==> src/rtl/bitty_exec_ctrl.sv <==
// bitty_exec_ctrl: sequences one instruction at a time through fetch,
// issue, execute and PC update for the bitty core. It supports free-run,
// single-step and PC breakpoint control. All outputs are registered.
module bitty_exec_ctrl #(
  parameter int ADDR_W  = 8,
  parameter int MEM_LAT = 1,
  parameter int CNT_W   = 16
) (
  input  logic              clk,
  input  logic              reset,
  input  logic              run,
  input  logic              step,
  input  logic              bp_en,
  input  logic [ADDR_W-1:0] bp_addr,
  input  logic [ADDR_W-1:0] pc_addr,
  input  logic              cpu_done,
  output logic              cpu_start,
  output logic              pc_en,
  output logic              busy,
  output logic              halted,
  output logic              bp_hit,
  output logic [CNT_W-1:0]  instr_count
);

  localparam logic [2:0] S_IDLE   = 3'd0;
  localparam logic [2:0] S_FETCH  = 3'd1;
  localparam logic [2:0] S_ISSUE  = 3'd2;
  localparam logic [2:0] S_EXEC   = 3'd3;
  localparam logic [2:0] S_UPDATE = 3'd4;
  localparam logic [2:0] S_NEXT   = 3'd5;

  // The fetch counter counts down from MEM_LAT-1 to 0, so FETCH lasts MEM_LAT cycles.
  localparam int              FC_W    = (MEM_LAT > 1) ? $clog2(MEM_LAT) : 1;
  localparam logic [FC_W-1:0] FC_LOAD = FC_W'(MEM_LAT - 1);

  logic [2:0]       state_q, state_d;
  logic [FC_W-1:0]  fcnt_q, fcnt_d;
  logic             free_q, free_d;
  logic             run_q;
  logic             bp_hit_q, bp_hit_d;
  logic [CNT_W-1:0] cnt_q, cnt_d;
  logic             cpu_start_q, pc_en_q, busy_q, halted_q;

  // Next-state logic. Breakpoints are only checked at NEXT, so execution can resume from a breakpoint PC.
  always_comb begin
    state_d  = state_q;
    fcnt_d   = fcnt_q;
    free_d   = free_q;
    bp_hit_d = bp_hit_q;
    cnt_d    = cnt_q;
    case (state_q)
      S_IDLE: begin
        if (run && !run_q) begin
          state_d  = S_FETCH;
          free_d   = 1'b1;
          fcnt_d   = FC_LOAD;
          bp_hit_d = 1'b0;
        end else if (step) begin
          state_d  = S_FETCH;
          free_d   = 1'b0;
          fcnt_d   = FC_LOAD;
          bp_hit_d = 1'b0;
        end
      end
      S_FETCH: begin
        if (fcnt_q == '0) state_d = S_ISSUE;
        else              fcnt_d  = fcnt_q - FC_W'(1);
      end
      S_ISSUE: state_d = S_EXEC;
      S_EXEC: begin
        if (cpu_done) state_d = S_UPDATE;
      end
      S_UPDATE: begin
        cnt_d   = cnt_q + CNT_W'(1);
        state_d = S_NEXT;
      end
      S_NEXT: begin
        if (!free_q || !run) begin
          state_d = S_IDLE;
        end else if (bp_en && (pc_addr == bp_addr)) begin
          state_d  = S_IDLE;
          bp_hit_d = 1'b1;
        end else begin
          state_d = S_FETCH;
          fcnt_d  = FC_LOAD;
        end
      end
      default: state_d = S_IDLE;
    endcase
  end

  // State, counters and registered outputs; outputs decode the next state so they align with state_q.
  always_ff @(posedge clk or posedge reset) begin
    if (reset) begin
      state_q     <= S_IDLE;
      fcnt_q      <= '0;
      free_q      <= 1'b0;
      run_q       <= 1'b0;
      bp_hit_q    <= 1'b0;
      cnt_q       <= '0;
      cpu_start_q <= 1'b0;
      pc_en_q     <= 1'b0;
      busy_q      <= 1'b0;
      halted_q    <= 1'b1;
    end else begin
      state_q     <= state_d;
      fcnt_q      <= fcnt_d;
      free_q      <= free_d;
      run_q       <= run;
      bp_hit_q    <= bp_hit_d;
      cnt_q       <= cnt_d;
      cpu_start_q <= (state_d == S_ISSUE);
      pc_en_q     <= (state_d == S_UPDATE);
      busy_q      <= (state_d != S_IDLE);
      halted_q    <= (state_d == S_IDLE);
    end
  end

  assign cpu_start   = cpu_start_q;
  assign pc_en       = pc_en_q;
  assign busy        = busy_q;
  assign halted      = halted_q;
  assign bp_hit      = bp_hit_q;
  assign instr_count = cnt_q;

endmodule

==> config.mk <==
export PLATFORM = sky130hd
export DESIGN_NAME = bitty_exec_ctrl
export DESIGN_NICKNAME = d
export VERILOG_FILES = /design/src/rtl/bitty_exec_ctrl.sv
export SDC_FILE = /design/constraint.sdc
export NUM_CORES = 1
export LEC_CHECK = 0
export ABC_AREA = 1
export BUFFER_PORTS_ARGS = -buffer_cell sky130_fd_sc_hd__buf_2
export CORE_AREA = 2 2 56 58
export CTS_CLUSTER_DIAMETER = 120
export DETAILED_ROUTE_END_ITERATION = 10
export DIE_AREA = 0 0 58 60
export HOLD_SLACK_MARGIN = 0.02
export PLACE_DENSITY = 0.83
export SLEW_MARGIN = 20
export SYNTH_ARGS = -nofsm -noshare
export SYNTH_HDL_FRONTEND = slang
export SYNTH_SLANG_ARGS = --single-unit
==> constraint.sdc <==
create_clock -name clk -period 1.5 [get_ports clk]
set_input_delay 0.3 -clock clk [delete_from_list [all_inputs] [get_ports clk]]
set_output_delay 0.3 -clock clk [all_outputs]
set_load 0.05 [all_outputs]
# Yosys cells after proc, flatten, opt, wreduce, memory -nomap -nowiden
# Cells that the tools add are included.
# word_totals
reg_bits	27
input_bits	22
output_inout_bits	21
word_cells	56
# classes
addsub	2
eq_ne	12
muxes	17
reduce_logical	15
# ops
cell	count
3-bit case mux with 6 select lines	1
16-bit by 1-bit adder with 16-bit output (second input constant)	1
3-bit 2-to-1 mux	4
1-bit 2-to-1 mux	10
3-bit by 2-bit == test with 1-bit output (second input constant)	3
3-bit == test (second input constant)	3
8-bit == test	1
4-bit AND reduction	2
3-bit zero test	2
2-bit inequality test (second input constant)	3
3-bit nonzero test	2
2-bit nonzero test	2
3-bit by 1-bit == test with 1-bit output (second input constant)	1
1-bit zero test	3
3-bit inequality test (second input constant)	1
1-bit case mux with 3 select lines	1
1-bit logical AND	2
1-bit case mux with 2 select lines	1
2-bit AND reduction	1
1-bit logical OR	1
1-bit subtractor (second input constant)	1

# Depth between registers and ports, before layout
# Gate-level depths: netlist of run 1.
# depth
word_depth	6
depth_mapped	10
ltp_nobuf	10

# Worst setup path after synthesis of run 1
# Ideal clock, no wire load.
# synth_timing
path_type	register to register
from	register cnt_q[0], in the netlist instr_count[0]
to	register cnt_q[12], in the netlist instr_count[12]
setup_ns	0.119
arrival_ns	1.666
required_ns	1.381
setup_slack_ns	-0.285
path_stages_with_launch	9
path_buffers	0
period_less_slack_ns	1.785
cell_sequence	dfrtp_1 > ha_1 > nand3_1 > nor2_4 > nand2_2 > nor2_2 > nand3_1 > xor2_1 > inv_1
# synth_via
elab_chain_cells	1
# synth_lines
element	line	source
start, declared	41	logic [CNT_W-1:0] cnt_q, cnt_d;
start signal, assigned	111	cnt_q <= cnt_d;
16-bit by 1-bit adder with 16-bit output	74	cnt_d = cnt_q + CNT_W'(1);
# Every way passes these cells.
# A chain may end at the register's enable or synchronous reset.

# Final worst setup path of run 1
# layout_timing
from	register cnt_q[0], in the netlist instr_count[0]
to	register cnt_q[8], in the netlist instr_count[8]
# Same word-level chain as after synthesis.

==> results of run 1 <==
where the power goes:
part / total (mW) / switching, mW / internal (mW)
combinational: 0.865 / 0.587 / 0.278
sequential: 0.980 / 0.134 / 0.847
clock: 0.475 / 0.205 / 0.270
path summary, 6_finish.rpt:
check                                start         endpoint  cells past startpoint
max in group asynchronous            reset           halted                      4
min in group asynchronous            reset  instr_count[11]                      4
min reg2reg                instr_count[15]  instr_count[15]                      1
max                         instr_count[0]   instr_count[8]                      7
min                                    run            run_q                      1
max reg2reg                 instr_count[0]   instr_count[8]                      7
final cells by class:
type,count,share of cell area
Clock buffer,3,0.0130
Inverter,33,0.0715
Multi-Input combinational cell,103,0.345
Clock inverter,1,0.0173
Timing Repair Buffer,48,0.149
Tap cell,33,0.0238
Sequential cell,26,0.381
worst register-to-register path: cells and delay by family, from the launching register on:
kind                       cells  cell delay, ps
DFF                            1             440
buffers and inverters          2             210
AOI/OAI and AO/OA              1             190
adders and majority gates      1             170
and+or+nand+nor                3             310
synth_stat cells:
| library cell | count |
|---|---|
| xor2_1 | 8 |
| xnor2_1 | 6 |
| nand4_1 | 4 |
| nand2_4 | 1 |
| inv_1 | 33 |
| dfstp_2 | 1 |
| dfrtp_1 | 25 |
| a21boi_0 | 1 |
| o22ai_1 | 1 |
| o21ai_0 | 1 |
| nor2_1 | 16 |
| nand2_1 | 40 |
| nor3_1 | 2 |
| nand2_2 | 3 |
| nor2_4 | 3 |
| nor2_2 | 4 |
| a21oi_1 | 2 |
| or2_2 | 2 |
| ha_1 | 1 |
| nand3_1 | 7 |
| o31ai_1 | 1 |
metal layers:
layer | global-route usage | up-vias | wire [µm]
met1 | 0.205 | 496 | 1210
met3 | 0.0260 | 2 | 86
li1 | - | 593 | -
met5 | 0 | - | 0
met4 | 0.0532 | 0 | 25
met2 | 0.247 | 22 | 1190
timing repair:
action	4_1_cts	5_1_grt
setup buffers	0	4
hold endpoints to repair	25	0
endpoints found under the setup margin	0	2
gates resized for setup	0	5
hold buffers	1	0
layout by cell type, fill, tap and decap left out, types with 3 or more instances in the layout:
master / count
buf_4: 5
buf_2: 42
dfrtp_1: 19
nand4_1: 4
dfrtp_2: 6
xnor2_1: 6
nand2_1: 40
inv_1: 33
nor2_1: 16
clkbuf_4: 3
xor2_1: 8
nor2_4: 5
nand3_1: 5
logic make-up after synthesis:
logic type | after synthesis | synth area share
adder cells (fa/ha/maj) | 1 | 0.00941
AO/OA/AOI/OAI | 6 | 0.0273
AND/OR/NAND/NOR | 82 | 0.287
buffers and inverters | 33 | 0.0932
flip-flops | 26 | 0.491
XOR/XNOR | 14 | 0.0923
==> results.sh, run 1 <==
export IMPL_synth_top_cell_by_area="dfrtp_1"
export IMPL_hold_violations=0
export IMPL_nets=238
export IMPL_cp_start_kind="register"
export IMPL_dp_hpwl_um=1900
export IMPL_rows=20
export IMPL_ant_nets=0
export IMPL_yosysWarnings=0
export IMPL_track_usage=0.152
export IMPL_grt_overflow_total=0
export IMPL_htreeDepth=1
export IMPL_rsz0062_at_grt="yes"
export IMPL_final_core_util=0.597
export IMPL_ff_latch_area_um2=659
export IMPL_cp_end_kind="register"
export IMPL_io_buffer_count=42
export IMPL_slew_headroom=0.785
export IMPL_grt_first_pass_wirelength_um=4020
export IMPL_crit_fanout=4
export IMPL_wl_um=2520
export IMPL_postPlaceCellArea_um2=1610
export IMPL_pin_count=43
export IMPL_dr_pass1_iters=4
export IMPL_cts_max_path_buffers=2
export IMPL_tns_ps=0
export IMPL_crit_family="flip-flops"
export IMPL_drive_gt1_frac=0.346
export IMPL_drc=0
export IMPL_die_y_um=60
export IMPL_cts_made_buffers=3
export IMPL_synth_seq_cells=26
export IMPL_synth_top_area_share=0.471
export IMPL_cts_clk_slew_worst_paths_ps=140
export IMPL_status="finished, final reports clean"
export IMPL_die_x_um=58
export IMPL_yosysSeqAreaShare=0.491
export IMPL_initial_core_util=0.458
export IMPL_synthTopCellsByArea="dfrtp_1 (47%), nand2_1 (11%), inv_1 (9.3%)"
export IMPL_largest_reg_flops=16
export IMPL_period_minus_slack_ps=1420
export IMPL_syn_area_um2=1330
export IMPL_multiInputGateArea_um2=598
export IMPL_dieArea_um2=3480
export IMPL_r2r_slack_ps=80
export IMPL_required_ps=1710
export IMPL_timing_clock_skew_ps=3.05
export IMPL_maxCapViolations=0
export IMPL_core_area_um2=2900
export IMPL_clkLatencyLatePin_ps=310
export IMPL_antenna_found_initial=0
export IMPL_power_leakage_nw=1.00
export IMPL_maxSlewViolCount=0
export IMPL_layout_cells_non_filler=247
export IMPL_synth_cells=162
export IMPL_cts_tree="yes"
export IMPL_setup_viol=0
export IMPL_dr_total_vias=1113
export IMPL_whs_ps=121
export IMPL_peakVddDrop_v=0.00127
export IMPL_pre_cts_ws_ps=58.5
export IMPL_min_path_type="in2reg"
export IMPL_finalCritPeriodShare=0.946
export IMPL_max_stage_delay_ps=440
export IMPL_first_global_vias=970
export IMPL_criticalPathCategory="reg2reg"
export IMPL_root_buffer="clkbuf_4"
export IMPL_fin_ws_ps=81.6
export IMPL_area_growth_syn_to_layout_pct=30.4
export IMPL_gp_congestion=0.794
export IMPL_drt_iter0_markers=13
export IMPL_slowest_stage="dfrtp_2"
export IMPL_powerDensity_nw_per_um2=1340
export IMPL_clock_sinks=26
export IMPL_crit_buf_inv=2
export IMPL_vias_per_cell=4.51
export IMPL_fill_cells=259
export IMPL_synth_fp_nets=185
export IMPL_yosysUniqueCellTypes=21
export IMPL_crit_chain="ha_4 -> nand3_4 -> nor2_4 -> nand2_4 -> buf_4 -> o22ai_1 -> inv_1"
export IMPL_worst_slew_pin_slew_ps=323
export IMPL_total_power_mw=2.32
export IMPL_critPathArrivalTime_ps=1630
export IMPL_diodes=0
export IMPL_max_clock_freq_ghz=0.705
export IMPL_finalInstanceArea_um2=1730
export IMPL_placedCellCount=238
export IMPL_grt_max_degree=27
export IMPL_wl_per_cell_um=10.2
export IMPL_avgSynthCellArea_um2=8.20
(Power assumes the default switching activity.)
==> run 2, diff against run 1 <==
--- a/config.mk
+++ b/config.mk
@@ -7,12 +7,12 @@
 export LEC_CHECK = 0
 export ABC_AREA = 1
 export BUFFER_PORTS_ARGS = -buffer_cell sky130_fd_sc_hd__buf_2
-export CORE_AREA = 2 2 56 58
+export CORE_AREA = 2 2 55 57
 export CTS_CLUSTER_DIAMETER = 120
 export DETAILED_ROUTE_END_ITERATION = 10
-export DIE_AREA = 0 0 58 60
+export DIE_AREA = 0 0 57 59
 export HOLD_SLACK_MARGIN = 0.02
-export PLACE_DENSITY = 0.83
+export PLACE_DENSITY = 0.85
 export SLEW_MARGIN = 20
 export SYNTH_ARGS = -nofsm -noshare
 export SYNTH_HDL_FRONTEND = slang
==> constraint.sdc (replaced) <==
create_clock -name clk -period 1.71 [get_ports clk]
set_input_delay 0.342 -clock clk [delete_from_list [all_inputs] [get_ports clk]]
set_output_delay 0.342 -clock clk [all_outputs]
set_load 0.05 [all_outputs]
==> results.sh, run 2 (synthesis gave the netlist of run 1 again) <==
export IMPL_grt_max_degree=27
export IMPL_clock_sinks=26
export IMPL_rows=19
export IMPL_layout_commonest_cell="buf_2"
export IMPL_crit_buf_inv=1
export IMPL_drive_gt1_frac=0.297
export IMPL_slowest_stage="dfrtp_2"
export IMPL_dr_pass1_iters=4
export IMPL_whs_ps=51.6
export IMPL_min_path_type="in2async"
export IMPL_rsz0062_at_grt="no"
export IMPL_power_leakage_nw=0.959
export IMPL_timing_rr_start="instr_count[0]"
export IMPL_dieArea_um2=3360
export IMPL_cp_startpoint="instr_count[0]"
export IMPL_max_clock_freq_ghz=0.684
export IMPL_final_core_util=0.596
export IMPL_layout_cells_non_filler=240
export IMPL_period_minus_slack_ps=1460
export IMPL_cp_start_kind="register"
export IMPL_wl_per_cell_um=9.67
export IMPL_placedCellCount=236
export IMPL_fin_ws_ps=247
export IMPL_criticalPathCategory="reg2reg"
export IMPL_crit_fanout=4
export IMPL_worst_slew_pin_slew_ps=341
export IMPL_track_usage=0.162
export IMPL_first_global_vias=1045
export IMPL_cp_end_kind="register"
export IMPL_setup_viol=0
export IMPL_finalCritPeriodShare=0.856
export IMPL_cts_resized_gates=0
export IMPL_cts_made_buffers=3
export IMPL_max_stage_delay_ps=410
export IMPL_die_y_um=59
export IMPL_wl_um=2320
export IMPL_vias_per_cell=4.54
export IMPL_pre_cts_ws_ps=245
export IMPL_diodes=0
export IMPL_cts_setup_buffers=0
export IMPL_fill_cells=256
export IMPL_grt_first_pass_wirelength_um=4310
export IMPL_largest_reg_flops=16
export IMPL_final_cell_mix="buf_2 (42), nand2_1 (40), inv_1 (33), dfrtp_1 (23), nor2_1 (16)"
export IMPL_maxCapViolations=0
export IMPL_io_buffer_count=42
export IMPL_maxSlewViolCount=0
export IMPL_hold_violations=0
export IMPL_dr_total_vias=1089
export IMPL_r2r_slack_ps=250
export IMPL_crit_family="simple AND/OR/NAND/NOR gates"
export IMPL_p_int_mw=1.02
export IMPL_drt_iter0_markers=31
export IMPL_critPathArrivalTime_ps=1680
export IMPL_r2r_end="instr_count[12]"
export IMPL_total_power_mw=1.78
export IMPL_initial_core_util=0.490
export IMPL_core_area_um2=2710
export IMPL_ant_nets=0
export IMPL_peakVddDrop_v=0.000996
export IMPL_postPlaceCellArea_um2=1590
export IMPL_die_x_um=57
export IMPL_cts_max_path_buffers=2
export IMPL_powerDensity_nw_per_um2=1110
export IMPL_ff2ff_path_depth=8
export IMPL_root_buffer="clkbuf_4"
export IMPL_drc=0
export IMPL_grt_overflow_total=0
export IMPL_postCtsHoldBufs=0
export IMPL_multiInputGateArea_um2=553
export IMPL_pin_count=43
export IMPL_timing_clock_skew_ps=6.30
export IMPL_clkLatencyLatePin_ps=310
export IMPL_area_growth_syn_to_layout_pct=21.5
export IMPL_cts_clk_slew_worst_paths_ps=130
export IMPL_antenna_found_initial=0
export IMPL_combPwrFrac=0.389
export IMPL_status="finished, final reports clean"
export IMPL_crit_chain="ha_1 -> nand3_1 -> nor2_4 -> nand2_2 -> nor2_2 -> nand3_1 -> xor2_1 -> inv_1"
export IMPL_seqPwrFrac=0.466
export IMPL_tns_ps=0
export IMPL_cpMostUsedCell="nand3_1"
export IMPL_p_switching_mw=0.760
export IMPL_required_ps=1920
export IMPL_gp_congestion=0.793
export IMPL_nets=233
export IMPL_p_sw_frac=0.426
export IMPL_finalInstanceArea_um2=1610
export IMPL_ff_latch_area_um2=654
export IMPL_p_clk_frac=0.145
export IMPL_slew_headroom=0.771
export IMPL_htreeDepth=1
export IMPL_cts_tree="yes"
export IMPL_dp_hpwl_um=1890
## run 2: how the worst max path moves through the flow
stage / endpoint / depth (start not counted)
after floorplan: instr_count[12] / 7
after global placement: instr_count[12] / 8
after detailed placement: instr_count[12] / 8
after CTS: instr_count[12] / 8
after global routing: instr_count[12] / 8
final: instr_count[12] / 8
## run 2: per-layer routing
metal	wire length (µm)	GRT usage
met5	0	0
met4	23	0.0399
met3	112	0.0284
met2	1060	0.268
met1	1120	0.223
## run 2: power groups by stage
| stage | Combinational (mW) | Sequential, mW | Clock [mW] |
|---|---|---|---|
| final | 0.695 | 0.832 | 0.258 |
| after global routing | 0.771 | 0.847 | 0.299 |
| after CTS | 0.695 | 0.832 | 0.269 |
| after detailed placement | 0.692 | 0.844 | 0 |
| after global placement | 0.685 | 0.837 | 0 |
| after floorplan | 0.296 | 1.07 | 0 |
## run 2: cell type report
class                      count  area share
multi-input combinational    103       0.343
inverter                      33      0.0767
sequential                    26       0.405
timing repair buffer          43       0.135
clock buffer                   4      0.0163
tap                           31      0.0240
## run 2: tightest hold or removal path, stage by stage
cell and delay, ps:
buf_2 90, inv_1 40, buf_4 300
==> run 3, diff against run 2 <==
--- a/config.mk
+++ b/config.mk
@@ -7,12 +7,13 @@
 export LEC_CHECK = 0
 export ABC_AREA = 1
 export BUFFER_PORTS_ARGS = -buffer_cell sky130_fd_sc_hd__buf_2
-export CORE_AREA = 2 2 55 57
-export CTS_CLUSTER_DIAMETER = 120
+export CELL_PAD_IN_SITES_DETAIL_PLACEMENT = 0
+export CELL_PAD_IN_SITES_GLOBAL_PLACEMENT = 2
+export CORE_AREA = 2 2 70 72
 export DETAILED_ROUTE_END_ITERATION = 10
-export DIE_AREA = 0 0 57 59
+export DIE_AREA = 0 0 72 74
 export HOLD_SLACK_MARGIN = 0.02
-export PLACE_DENSITY = 0.85
+export PLACE_DENSITY = 0.91
 export SLEW_MARGIN = 20
 export SYNTH_ARGS = -nofsm -noshare
 export SYNTH_HDL_FRONTEND = slang
==> results.sh, run 3 (synthesis gave the netlist of run 1 again) <==
export IMPL_finalInstanceArea_um2=1670
export IMPL_peakVddDrop_v=0.000540
export IMPL_root_buffer="clkbuf_8"
export IMPL_cts_resized_gates=0
export IMPL_slew_headroom=0.774
export IMPL_grt_max_degree=27
export IMPL_finalCritPeriodShare=0.866
export IMPL_min_path_type="in2async"
export IMPL_first_global_vias=1041
export IMPL_cts_tree="yes"
export IMPL_track_usage=0.102
export IMPL_drt_iter0_markers=36
export IMPL_total_power_mw=1.91
export IMPL_tns_ps=0
export IMPL_dp_hpwl_um=1990
export IMPL_dr_total_vias=1061
export IMPL_max_clock_freq_ghz=0.675
export IMPL_period_minus_slack_ps=1480
export IMPL_critPathArrivalTime_ps=1650
export IMPL_cts_max_path_buffers=2
export IMPL_max_stage_delay_ps=400
export IMPL_crit_chain="ha_1 -> nand3_1 -> nor2_4 -> nand2_2 -> nor2_2 -> nand3_1 -> xor2_1 -> inv_1"
export IMPL_hold_violations=0
export IMPL_wl_um=2510
export IMPL_cpMostUsedCell="nand3_1"
export IMPL_setup_viol=0
export IMPL_dr_pass1_iters=4
export IMPL_antenna_found_initial=0
export IMPL_placedCellCount=259
export IMPL_postCtsHoldBufs=0
export IMPL_largest_reg_flops=16
export IMPL_cts_setup_buffers=0
export IMPL_rsz0062_at_grt="no"
export IMPL_initial_core_util=0.289
export IMPL_cp_start_kind="register"
export IMPL_cts_made_buffers=3
export IMPL_die_x_um=72
export IMPL_layout_cells_non_filler=263
export IMPL_ant_nets=0
export IMPL_drive_gt1_frac=0.301
export IMPL_htreeDepth=1
export IMPL_powerDensity_nw_per_um2=1140
export IMPL_core_area_um2=4600
export IMPL_whs_ps=116
export IMPL_final_cell_mix="buf_2 (42), nand2_1 (40), inv_1 (33), dfrtp_1 (23), nor2_1 (16)"
export IMPL_status="finished, final reports clean"
export IMPL_timing_clock_skew_ps=2.07
export IMPL_wl_per_cell_um=9.55
export IMPL_criticalPathCategory="reg2reg"
export IMPL_grt_overflow_total=0
export IMPL_grt_first_pass_wirelength_um=4310
export IMPL_drc=0
export IMPL_gp_congestion=0.716
export IMPL_fin_ws_ps=229
export IMPL_area_growth_syn_to_layout_pct=25.8
export IMPL_diodes=0
export IMPL_postPlaceCellArea_um2=1620
export IMPL_io_buffer_count=42
export IMPL_dieArea_um2=5330
export IMPL_vias_per_cell=4.03
export IMPL_pre_cts_ws_ps=231
export IMPL_rows=25
export IMPL_final_core_util=0.364
export IMPL_maxCapViolations=0
export IMPL_cp_end_kind="register"
export IMPL_crit_fanout=4
export IMPL_layout_commonest_cell="buf_2"
export IMPL_clkLatencyLatePin_ps=270
export IMPL_required_ps=1880
export IMPL_power_leakage_nw=0.972
export IMPL_cts_clk_slew_worst_paths_ps=90
export IMPL_pin_count=43
export IMPL_die_y_um=74
export IMPL_clock_sinks=26
export IMPL_worst_slew_pin_slew_ps=339
export IMPL_maxSlewViolCount=0
export IMPL_nets=233
export IMPL_slowest_stage="dfrtp_2"
## run 3: final cells by class
type                            instances  area (µm²)
Inverter                               33         124
Tap cell                               54        67.6
Timing Repair Buffer                   43         218
Fill cell                             477        2930
Multi-Input combinational cell        103         553
Sequential cell                        26         654
Clock buffer                            4        55.1
## run 3: final timing paths
kind,start,end,slack (ps),cells after the start
setup / recovery,instr_count[0],instr_count[12],230,8
hold / removal,reset,busy,120,3
setup reg to reg,instr_count[0],instr_count[12],230,8
hold reg to reg,instr_count[15],instr_count[15],470,1
max in group asynchronous,reset,halted,1300,3
min in group clk,run,run_q,220,1
## run 3: power breakdown
group | switching [mW] | internal [mW]
Combinational | 0.491 | 0.192
Sequential | 0.0908 | 0.741
Clock | 0.189 | 0.206
Total | 0.771 | 1.14
## run 3: metal layers
metal,GRT usage,up-vias,wire (µm)
li1,-,578,-
met1,0.137,460,1290
met2,0.165,19,1090
met3,0.0203,4,89
met4,0.0377,0,42
met5,0,-,0
## run 3: worst max-delay path: cells and delay by family, from the launching register on
| kind | cells | cell delay, ps |
|---|---|---|
| fa+ha+maj | 1 | 180 |
| simple gates | 5 | 620 |
| xor+xnor | 1 | 130 |
| flops | 1 | 400 |
| buf+inv | 1 | 50 |
